**config.mk**
```make
export PLATFORM = sky130hd
export DESIGN_NAME = multi_cycle_controller_flat
export DESIGN_NICKNAME = d
export VERILOG_FILES = /design/src/rtl/multi_cycle_controller_if.sv /design/src/rtl/multi_cycle_controller.sv /design/src/flat_wrapper.sv
export SDC_FILE = /design/constraint.sdc
export NUM_CORES = 1
export LEC_CHECK = 0
export ABC_CLOCK_PERIOD_IN_PS = 2200
export BUFFER_PORTS_ARGS = -buffer_cell sky130_fd_sc_hd__buf_2
export CORE_AREA = 4 4 41 43
export DETAILED_ROUTE_END_ITERATION = 6
export DIE_AREA = 0 0 45 47
export PLACE_DENSITY = 0.93
export SETUP_SLACK_MARGIN = 0.2
export SYNTH_ARGS = -nofsm -noshare
export SYNTH_HDL_FRONTEND = slang
export SYNTH_SLANG_ARGS = --single-unit
export TNS_END_PERCENT = 100
```
**constraint.sdc**
```tcl
create_clock -name clk -period 2.2 [get_ports clk]
set_input_delay 0 -clock clk [delete_from_list [all_inputs] [get_ports clk]]
set_output_delay 0 -clock clk [all_outputs]
set_load 0.01 [all_outputs]
```
**src/rtl/multi_cycle_controller_if.sv**
```systemverilog
// Control bundle between the multi-cycle controller and the CPU datapath.
// The controller is the master: it reads IR fields and the ALU zero flag and drives every datapath select/enable.
interface multi_cycle_controller_if #(parameter int ALU_W = 3);
    logic [5:0]       opcode;
    logic [5:0]       funct;
    logic             zero;
    logic             pc_en;
    logic             ir_write;
    logic             mem_write;
    logic             iord;
    logic             reg_write;
    logic             reg_dst;
    logic             mem_to_reg;
    logic             alu_src_a;
    logic [1:0]       alu_src_b;
    logic [1:0]       pc_src;
    logic [ALU_W-1:0] alu_control;
    logic             illegal_op;
    logic [3:0]       state;

    modport master (
        input  opcode, funct, zero,
        output pc_en, ir_write, mem_write, iord, reg_write, reg_dst, mem_to_reg,
               alu_src_a, alu_src_b, pc_src, alu_control, illegal_op, state
    );

    modport slave (
        output opcode, funct, zero,
        input  pc_en, ir_write, mem_write, iord, reg_write, reg_dst, mem_to_reg,
               alu_src_a, alu_src_b, pc_src, alu_control, illegal_op, state
    );
endinterface

```
**src/rtl/multi_cycle_controller.sv**
```systemverilog
// Main control FSM of the multi-cycle CPU: sequences PC, IR, memory, register file and the shared ALU.
//
// state    | meaning
// FETCH    | read instr at PC into IR, PC <= PC+4
// DECODE   | dispatch on opcode, precompute branch target into ALUOut
// MEMADR   | ALUOut <= A + sign-extended imm (lw/sw)
// MEMREAD  | read memory at ALUOut into MDR
// MEMWB    | rt <= MDR
// MEMWRITE | memory[ALUOut] <= B
// EXECUTE  | R-type ALU operation selected by funct
// ALUWB    | rd <= ALUOut
// BRANCH   | compare A/B, load PC from ALUOut if equal
// ADDIEX   | ALUOut <= A + sign-extended imm
// ADDIWB   | rt <= ALUOut
// JUMP     | PC <= jump target
module multi_cycle_controller #(
    parameter int ALU_W = 3
) (
    input  logic                         clk,
    input  logic                         rst,
    multi_cycle_controller_if.master     bus
);
    localparam logic [ALU_W-1:0] ALU_AND = 3'b000;
    localparam logic [ALU_W-1:0] ALU_OR  = 3'b001;
    localparam logic [ALU_W-1:0] ALU_ADD = 3'b010;
    localparam logic [ALU_W-1:0] ALU_SUB = 3'b110;
    localparam logic [ALU_W-1:0] ALU_SLT = 3'b111;

    typedef enum logic [3:0] {
        FETCH    = 4'd0,
        DECODE   = 4'd1,
        MEMADR   = 4'd2,
        MEMREAD  = 4'd3,
        MEMWB    = 4'd4,
        MEMWRITE = 4'd5,
        EXECUTE  = 4'd6,
        ALUWB    = 4'd7,
        BRANCH   = 4'd8,
        ADDIEX   = 4'd9,
        ADDIWB   = 4'd10,
        JUMP     = 4'd11
    } state_t;

    state_t state_q, state_d;
    logic   illegal_q, illegal_d;
    logic   funct_ok;

    logic             pc_en_c, ir_write_c, mem_write_c, iord_c, reg_write_c;
    logic             reg_dst_c, mem_to_reg_c, alu_src_a_c;
    logic [1:0]       alu_src_b_c, pc_src_c;
    logic [ALU_W-1:0] alu_control_c, funct_alu;

    always_comb begin
        funct_ok  = 1'b1;
        funct_alu = ALU_ADD;
        case (bus.funct)
            6'b100000: funct_alu = ALU_ADD;
            6'b100010: funct_alu = ALU_SUB;
            6'b100100: funct_alu = ALU_AND;
            6'b100101: funct_alu = ALU_OR;
            6'b101010: funct_alu = ALU_SLT;
            default:   funct_ok  = 1'b0;
        endcase
    end

    always_ff @(posedge clk) begin
        if (rst) begin
            state_q   <= FETCH;
            illegal_q <= 1'b0;
        end else begin
            state_q   <= state_d;
            illegal_q <= illegal_d;
        end
    end

    always_comb begin
        state_d   = FETCH;
        illegal_d = 1'b0;
        case (state_q)
            FETCH:   state_d = DECODE;
            DECODE: begin
                case (bus.opcode)
                    6'b100011, 6'b101011: state_d = MEMADR;
                    6'b000100:            state_d = BRANCH;
                    6'b001000:            state_d = ADDIEX;
                    6'b000010:            state_d = JUMP;
                    6'b000000: begin
                        if (funct_ok) state_d = EXECUTE;
                        else          illegal_d = 1'b1;
                    end
                    default:              illegal_d = 1'b1;
                endcase
            end
            // IR is only loaded in FETCH, so the opcode still tells lw from sw here
            MEMADR:  state_d = (bus.opcode == 6'b101011) ? MEMWRITE : MEMREAD;
            MEMREAD: state_d = MEMWB;
            EXECUTE: state_d = ALUWB;
            ADDIEX:  state_d = ADDIWB;
            default: state_d = FETCH;
        endcase
    end

    always_comb begin
        pc_en_c       = 1'b0;
        ir_write_c    = 1'b0;
        mem_write_c   = 1'b0;
        iord_c        = 1'b0;
        reg_write_c   = 1'b0;
        reg_dst_c     = 1'b0;
        mem_to_reg_c  = 1'b0;
        alu_src_a_c   = 1'b0;
        alu_src_b_c   = 2'b00;
        pc_src_c      = 2'b00;
        alu_control_c = ALU_ADD;
        case (state_q)
            FETCH: begin
                ir_write_c  = 1'b1;
                pc_en_c     = 1'b1;
                alu_src_b_c = 2'b01;
            end
            DECODE:  alu_src_b_c = 2'b11;
            MEMADR, ADDIEX: begin
                alu_src_a_c = 1'b1;
                alu_src_b_c = 2'b10;
            end
            MEMREAD: iord_c = 1'b1;
            MEMWB: begin
                reg_write_c  = 1'b1;
                mem_to_reg_c = 1'b1;
            end
            MEMWRITE: begin
                iord_c      = 1'b1;
                mem_write_c = 1'b1;
            end
            EXECUTE: begin
                alu_src_a_c   = 1'b1;
                alu_control_c = funct_alu;
            end
            ALUWB: begin
                reg_write_c = 1'b1;
                reg_dst_c   = 1'b1;
            end
            ADDIWB:  reg_write_c = 1'b1;
            BRANCH: begin
                alu_src_a_c   = 1'b1;
                alu_control_c = ALU_SUB;
                pc_src_c      = 2'b01;
                pc_en_c       = bus.zero;
            end
            JUMP: begin
                pc_src_c = 2'b10;
                pc_en_c  = 1'b1;
            end
            default: ;
        endcase
    end

    // Architectural state must not change while reset is held, whatever state was current
    assign bus.pc_en       = pc_en_c     & ~rst;
    assign bus.ir_write    = ir_write_c  & ~rst;
    assign bus.mem_write   = mem_write_c & ~rst;
    assign bus.reg_write   = reg_write_c & ~rst;
    assign bus.iord        = iord_c;
    assign bus.reg_dst     = reg_dst_c;
    assign bus.mem_to_reg  = mem_to_reg_c;
    assign bus.alu_src_a   = alu_src_a_c;
    assign bus.alu_src_b   = alu_src_b_c;
    assign bus.pc_src      = pc_src_c;
    assign bus.alu_control = alu_control_c;
    assign bus.illegal_op  = illegal_q;
    assign bus.state       = state_q;
endmodule
```
**src/flat_wrapper.sv**
```systemverilog
// flat-port wrapper written by rule: the top's interface ports become plain ports
module multi_cycle_controller_flat 
#(
    parameter int ALU_W = 3
)
  (clk, rst, bus_opcode, bus_funct, bus_zero, bus_pc_en, bus_ir_write, bus_mem_write, bus_iord, bus_reg_write, bus_reg_dst, bus_mem_to_reg, bus_alu_src_a, bus_alu_src_b, bus_pc_src, bus_alu_control, bus_illegal_op, bus_state);
  multi_cycle_controller_if #(.ALU_W(ALU_W)) bus_i ();
  input  logic clk;
  input  logic rst;
  input wire logic [$bits(bus_i.opcode)-1:0] bus_opcode;
  input wire logic [$bits(bus_i.funct)-1:0] bus_funct;
  input wire logic [$bits(bus_i.zero)-1:0] bus_zero;
  output wire logic [$bits(bus_i.pc_en)-1:0] bus_pc_en;
  output wire logic [$bits(bus_i.ir_write)-1:0] bus_ir_write;
  output wire logic [$bits(bus_i.mem_write)-1:0] bus_mem_write;
  output wire logic [$bits(bus_i.iord)-1:0] bus_iord;
  output wire logic [$bits(bus_i.reg_write)-1:0] bus_reg_write;
  output wire logic [$bits(bus_i.reg_dst)-1:0] bus_reg_dst;
  output wire logic [$bits(bus_i.mem_to_reg)-1:0] bus_mem_to_reg;
  output wire logic [$bits(bus_i.alu_src_a)-1:0] bus_alu_src_a;
  output wire logic [$bits(bus_i.alu_src_b)-1:0] bus_alu_src_b;
  output wire logic [$bits(bus_i.pc_src)-1:0] bus_pc_src;
  output wire logic [$bits(bus_i.alu_control)-1:0] bus_alu_control;
  output wire logic [$bits(bus_i.illegal_op)-1:0] bus_illegal_op;
  output wire logic [$bits(bus_i.state)-1:0] bus_state;
  assign bus_i.opcode = bus_opcode;
  assign bus_i.funct = bus_funct;
  assign bus_i.zero = bus_zero;
  assign bus_pc_en = bus_i.pc_en;
  assign bus_ir_write = bus_i.ir_write;
  assign bus_mem_write = bus_i.mem_write;
  assign bus_iord = bus_i.iord;
  assign bus_reg_write = bus_i.reg_write;
  assign bus_reg_dst = bus_i.reg_dst;
  assign bus_mem_to_reg = bus_i.mem_to_reg;
  assign bus_alu_src_a = bus_i.alu_src_a;
  assign bus_alu_src_b = bus_i.alu_src_b;
  assign bus_pc_src = bus_i.pc_src;
  assign bus_alu_control = bus_i.alu_control;
  assign bus_illegal_op = bus_i.illegal_op;
  assign bus_state = bus_i.state;
  multi_cycle_controller #(.ALU_W(ALU_W)) u_core (.clk(clk), .rst(rst), .bus(bus_i));
endmodule
```
==> impl_metrics.yaml, run 1 <==
synth:
  syn-cell-area_sq_um: 579.3
  synth_top_cell_by_area: "sky130_fd_sc_hd__dfxtp_1"
  netlist_instances: 76
  synth.ff_latch_count: 5
  synth_fp_nets: 91
  synthDominantCellAreaShare: 0.1728
  post_synth_num_cell_types: 37
  synth.area.top_cells: "sky130_fd_sc_hd__dfxtp_1 (17%), sky130_fd_sc_hd__nor3_1 (7.8%), sky130_fd_sc_hd__nand2b_1 (5.4%), sky130_fd_sc_hd__a21oi_1 (5.2%), sky130_fd_sc_hd__xor2_1 (4.5%)"
  ys_seq_area_frac: 0.1728
  synth_area_per_cell_sq_um: 7.622
  ys.warnings.count: 0
die:
  floorplan.die_area_sq_um: 2115
  floorplan.core_area_sq_um: 1301
  floorplan.initialDensity: 0.4452
  height_of_the_die_microns: 47
  placement_rows: 13
  io_pins: 35
  die_width_microns: 45
setup_path:
  cp-end-kind: "output pin"
  start_kind: "flop"
  critical_path.startpoint: "u_core.bus.state[1]"
  timing.critical_path.depth: 4
  crit_slowest_cell: "sky130_fd_sc_hd__dfxtp_1"
  critical-path-top-cell-by-count: "sky130_fd_sc_hd__nand2b_1"
  critical_path_required_ns: 2.20
  crit_path_end: "bus_alu_control[1]"
  critPathMaxStageDelay_ns: 0.56
  path_max_fanout: 12
  crit_family: "simple AND/OR/NAND/NOR gates"
  worst-setup-path-type: "reg -> out"
  worst-path-buf-inv: 1
  ff2ff_setup_slack_ns: 0.73
  critical_path.cell_chain: "nand2b_1, or4b_1, nand2b_1, buf_2"
  critical_path_at_ns: 1.79
  rr_worst_depth: 3
  reg2reg_to: "u_core.bus.illegal_op"
  rr_startpoint: "u_core.bus.state[0]"
detailed_routing:
  detail_route.vias_per_cell: 5.685
  wirelength_microns: 1595
  detail_route.first_pass.iterations: 4
  vias: 705
  detail_route.drc_violations: 0
  detailedRoute.firstIterationViolations: 11
  wl_per_cell_microns: 12.86
  antenna_violating_nets_post_route: 0
place:
  routabilityCongestion: 0.7775
  dpl.hpwl_microns: 1303
  placement.io_buffers: 34
global_routing:
  groute.usage.overall: 0.1543
  global_route.overflow_total: 0
  pin_count_of_the_biggest_net_entering_global_routing: 14
  via_count_of_the_first_global_routing_pass: 571
  antenna_found_initial: 0
  grt_first_pass_wirelength_microns: 2421
cells_and_area:
  antenna_cells: 0
  flow.area_growth_from_synthesis_pct: 29.59
  area.sequential_sq_um: 101.3
  utilization: 0.5769
  filler_cells: 139
  layout-drive-gt1-share: 0.4220
  finish.net_count: 125
  area_occupied_by_multi_input_gates_sq_um: 422.9
power_and_ir_drop:
  leakage_uw: 0.0003318
  max_ir_drop_vdd_mv: 0.3045
  areal_power_density_over_the_cells_nw_per_um2: 378.7
  report.power.total_uw: 284.3
cts:
  tritoncts: "built"
  insertion_delay_ns: 0.25
  clock-root-buffer: "sky130_fd_sc_hd__clkbuf_4"
  cts.sinks: 5
  cts.htree.levels: 1
  ctsLongestPathBuffers: 2
  cts-buffers-inserted: 3
  worst_setup_hold_path_clk_slew_ns: 0.05
  post_cts_buffers: 0
sta:
  tightestPinTransition_ns: 0.4311
  finalSetupTns_ns: 0
  finalCriticalPeriod_ns: 1.792
  timing.max_slew.rel_slack: 0.7122
  maxClockFrequency_mhz: 558.0
  timing.final.crit_share: 0.8145
  grt_setup_unrepaired: "false"
  clock-skew-final_ns: 0.005462
  setup_viol_count_final: 0
  final_max_slew_viol_count: 0
  timing_hold_violations_final: 0
hold_path:
  timing.hold.worst.class: "in -> reg"
run_status:
  outcome: "finished, final reports clean"
job:
  drv_cap: 0
power breakdown:
group / internal [uW] / switching (uW) / leakage [uW]
Sequential: 94.2 / 7.16 / 0.0000413
Clock: 68.7 / 40.5 / 0.0000150
Combinational: 33.4 / 40.2 / 0.000275
per-layer routing:
metal	up-vias	global-route usage	wire [microns]
li1	349	-	-
met1	322	0.1918	616
met2	32	0.2712	822
met3	2	0.01149	140
met4	0	0.07018	17
met5	-	0	0
layout by cell type (no fill, tap or decap), drive strengths merged, types with 2 or more instances in the layout:
cell type	synthesis	routed
o21bai	2	2
nor4	3	3
a21oi	7	7
or4b	2	2
o211ai	2	2
nand2	3	3
clkbuf	1	4
nor3b	2	2
nor3	9	9
xor2	3	3
buf	4	34
nand2b	5	5
dfxtp	5	5
o21ai	4	4
nor2	6	6
inv	3	3
flip-flops by register name, indices dropped and copies added (netlist names):
name,count
u_core.bus.illegal_op,1
u_core.bus.state,4
kinds of logic after synthesis:
family	Yosys count	synth area share
xor+xnor	3	0.04536
buf+inv	8	0.09719
flops	5	0.1728
compound gates	20	0.2376
simple gates	38	0.4104
mux	2	0.03672
worst min-delay path by stage:
| stage | from | endpoint | slack [ns] | cells after the start |
|---|---|---|---|---|
| floorplan | rst | bus_reg_write | 0.05 | 1 |
| CTS | rst | u_core.bus.state[3] | 0.12 | 3 |
| global route | bus_opcode[4] | u_core.bus.state[0] | 0.15 | 4 |
| finish | bus_opcode[4] | u_core.bus.state[3] | 0.13 | 4 |
| detailed placement | rst | bus_reg_write | 0.29 | 3 |
| global placement | rst | bus_reg_write | 0.30 | 3 |
what timing repair did:
| item | CTS | global route |
|---|---|---|
| setup endpoints to repair | 0 | 2 |
| hold buffers | 0 | 0 |
| resized for setup | 0 | 1 |
worst min-delay path, delay by kind of cell:
kind | cells | cell delay, ns
buffers and inverters | 1 | 0.12
AOI/OAI and AO/OA | 2 | 0.15
and+or+nand+nor | 1 | 0.06
synth_stat cells, drive strengths merged:
library cell  number
a211o              1
nand4              1
dfxtp              5
xor2               3
or2                1
nand2b             5
buf                4
and3               1
inv                3
or3                1
a21oi              7
a221oi             1
nor3b              2
or4                1
o21ai              4
nor2               6
nor2b              1
nor4               3
or4b               2
o21bai             2
o211ai             2
a2111oi            1
and2               1
a32oi              1
mux2               1
and4               1
nand2              3
nor3               9
mux2i              1
clkbuf             1
a21o               1
through the flow:
stage               instance area (sq um)  instances  worst slack (ns)  hold WS [ns]
floorplan                           579.3         76            0.8375       0.04753
global placement                    723.2        120            0.6511        0.2988
detailed placement                  723.2        120            0.5634        0.2927
CTS                                 749.5        124            0.2902        0.1207
global route                        750.7        124            0.2767        0.1525
finish                              750.7        124            0.4080        0.1333
cell type report:
type / instances / area share
clock buffers: 4 / 0.03500
inverters: 3 / 0.01500
multi-input cells: 63 / 0.5633
flip-flops and latches: 5 / 0.1350
well taps: 15 / 0.02500
repair buffers: 34 / 0.2267
Note: power is estimated with default switching activity, not from simulation.
==> run 2: changes to the inputs <==
ABC_CLOCK_PERIOD_IN_PS = 1800   (was 2200)
CORE_AREA = default   (was 4 4 41 43)
CORE_MARGIN = 4   (was default)
CORE_UTILIZATION = 41   (was default)
DIE_AREA = default   (was 0 0 45 47)
PLACE_DENSITY = 0.89   (was 0.93)
clock period = 1.8 ns   (was 2.2 ns; I/O delays follow)
==> run 2 against run 1 <==
Compared with the run above: routed wire length is 3.2% higher; register-to-register slack worse by 0.24 ns; count of clock-buffer cells in the layout stayed put; critical path depth did not move; first-iteration DRC count down 45%; via count down 0.71%; die area decreased by 1.7%; combinational power grew 47%; worst hold slack worse by 0.023 ns; final area up 13%; largest cell class unchanged.
==> impl_metrics.yaml, run 2 (synthesis gave the netlist of run 1 again) <==
detailed_routing:
  detail_route.first_pass.iterations: 2
  detail_route.drc_violations: 0
  wirelength_microns: 1646
  vias: 700
  detail_route.vias_per_cell: 5.385
  detailedRoute.firstIterationViolations: 6
  wl_per_cell_microns: 12.66
  antenna_violating_nets_post_route: 0
cts:
  clock-root-buffer: "sky130_fd_sc_hd__clkbuf_4"
  ctsLongestPathBuffers: 2
  cts.sinks: 5
  tritoncts: "built"
  worst_setup_hold_path_clk_slew_ns: 0.04
  insertion_delay_ns: 0.25
  cts-buffers-inserted: 3
  cts.htree.levels: 1
  cts.hold.buffers_added: 0
power_and_ir_drop:
  leakage_uw: 0.0003732
  max_ir_drop_vdd_mv: 0.4355
  areal_power_density_over_the_cells_nw_per_um2: 423.1
hold_path:
  timing.hold.worst.start: "bus_opcode[4]"
  hold-path-cell-count: 4
  timing.hold.worst.class: "in -> reg"
  timing.hold.worst_endpoint: "u_core.bus.state[3]"
setup_path:
  critical_path_at_ns: 1.56
  worst-setup-path-type: "reg -> out"
  cp-end-kind: "output pin"
  rr_worst_depth: 3
  start_kind: "flop"
  rr_startpoint: "u_core.bus.state[2]"
  critical_path.startpoint: "u_core.bus.state[0]"
  critical_path_required_ns: 1.80
  path_max_fanout: 7
  ff2ff_setup_slack_ns: 0.49
  reg2reg_to: "u_core.bus.illegal_op"
global_routing:
  groute.usage.overall: 0.1449
  pin_count_of_the_biggest_net_entering_global_routing: 13
  via_count_of_the_first_global_routing_pass: 591
  grt_first_pass_wirelength_microns: 2270
  global_route.overflow_total: 0
  antenna_found_initial: 0
place:
  placement.io_buffers: 34
  postPlaceCellArea_sq_um: 745.7
  routabilityCongestion: 0.8199
  dpl.hpwl_microns: 1273
cells_and_area:
  flow.area_growth_from_synthesis_pct: 46.22
  final_design_area_excluding_fillers_sq_um: 847.1
  largest_reg_flops: 4
  layout-drive-gt1-share: 0.5217
  antenna_cells: 0
  finish.net_count: 131
  commonest_cells_after_routing_fill_and_taps_aside: "sky130_fd_sc_hd__buf_2 (34), sky130_fd_sc_hd__nor3_1 (8), sky130_fd_sc_hd__nor2_1 (6), sky130_fd_sc_hd__a21oi_1 (6), sky130_fd_sc_hd__buf_4 (6)"
  filler_cells: 119
  final_common_cell: "sky130_fd_sc_hd__buf_2"
die:
  floorplan.die_area_sq_um: 2078
  height_of_the_die_microns: 45.59
  floorplan.initialDensity: 0.4397
  floorplan.core_area_sq_um: 1318
  die_width_microns: 45.59
  placement_rows: 13
  io_pins: 35
sta:
  setup_viol_count_final: 0
  grt_setup_unrepaired: "true"
  timing.final.crit_share: 0.8652
  tightestPinTransition_ns: 0.3033
  finalSetupTns_ns: 0
  clock-skew-final_ns: 0.004095
  finalCriticalPeriod_ns: 1.557
  timing_hold_violations_final: 0
  maxClockFrequency_mhz: 642.1
  timing.max_slew.rel_slack: 0.7963
  final_max_slew_viol_count: 0
job:
  drv_cap: 0
run_status:
  outcome: "finished, final reports clean"
[run 2: cell types whose count changed in the layout (fill, tap and decap cells not counted), sizes merged]
cell	delta
buf	+6
[run 2: stage by stage]
| step | total power (uW) | hold WS (ns) | setup WS (ns) | cells | util |
|---|---|---|---|---|---|
| 2_1_floorplan | 181.7 | 0.04753 | 0.4375 | 76 | - |
| 3_3_place_gp | 215.6 | 0.2893 | 0.3542 | 123 | 0.5660 |
| 3_5_place_dp | 218.3 | 0.2912 | 0.3233 | 123 | 0.5660 |
| 4_1_cts | 355.0 | 0.1078 | 0.2120 | 127 | 0.6011 |
| 5_1_grt | 375.4 | 0.1296 | 0.1927 | 130 | 0.6429 |
| 6_report | 358.4 | 0.1104 | 0.2427 | 130 | 0.6429 |
[run 2: worst max-delay path: stages, from the launching register on]
cell                       delay [ns]
sky130_fd_sc_hd__dfxtp_4         0.36
sky130_fd_sc_hd__nand2b_4        0.15
sky130_fd_sc_hd__or4b_4          0.52
sky130_fd_sc_hd__nand2b_1        0.15
sky130_fd_sc_hd__buf_2           0.14
[run 2: final cells by class]
type / instances / area [sq um] / share of cell area
clock buffer: 4 / 26.28 / 0.03102
multi-input combinational: 63 / 466.7 / 0.5510
timing repair buffer: 40 / 215.2 / 0.2541
inverter: 3 / 11.26 / 0.01329
tap: 15 / 18.77 / 0.02216
sequential: 5 / 108.9 / 0.1285
[run 2: how the worst max path moves through the flow]
stage                                     end  slack [ns]
after global placement    u_core.bus.state[2]        0.35
after detailed placement  u_core.bus.state[2]        0.32
after global routing       bus_alu_control[2]        0.19
final                      bus_alu_control[1]        0.24
after CTS                  bus_alu_control[2]        0.21
after floorplan                     bus_pc_en        0.44
[run 2: power by group]
part	leakage, uW	switching, uW	internal [uW]
Combinational	0.000316	57.2	50.8
Clock	0.0000150	47.5	83.9
Sequential	0.0000426	5.02	114
Total	0.000373	110	249
[run 2: routing by layer]
metal	vias up	wire length, microns	GRT usage
li1	364	-	-
met1	311	653	0.1698
met2	23	850	0.2563
met3	2	122	0.01581
met4	0	20	0.07018
met5	-	0	0
[run 2: what timing repair did]
action,in CTS,in global routing
pin swaps,0,3
setup buffers,0,3
setup endpoints to repair,4,3
resized for setup,6,6
gates cloned,0,0
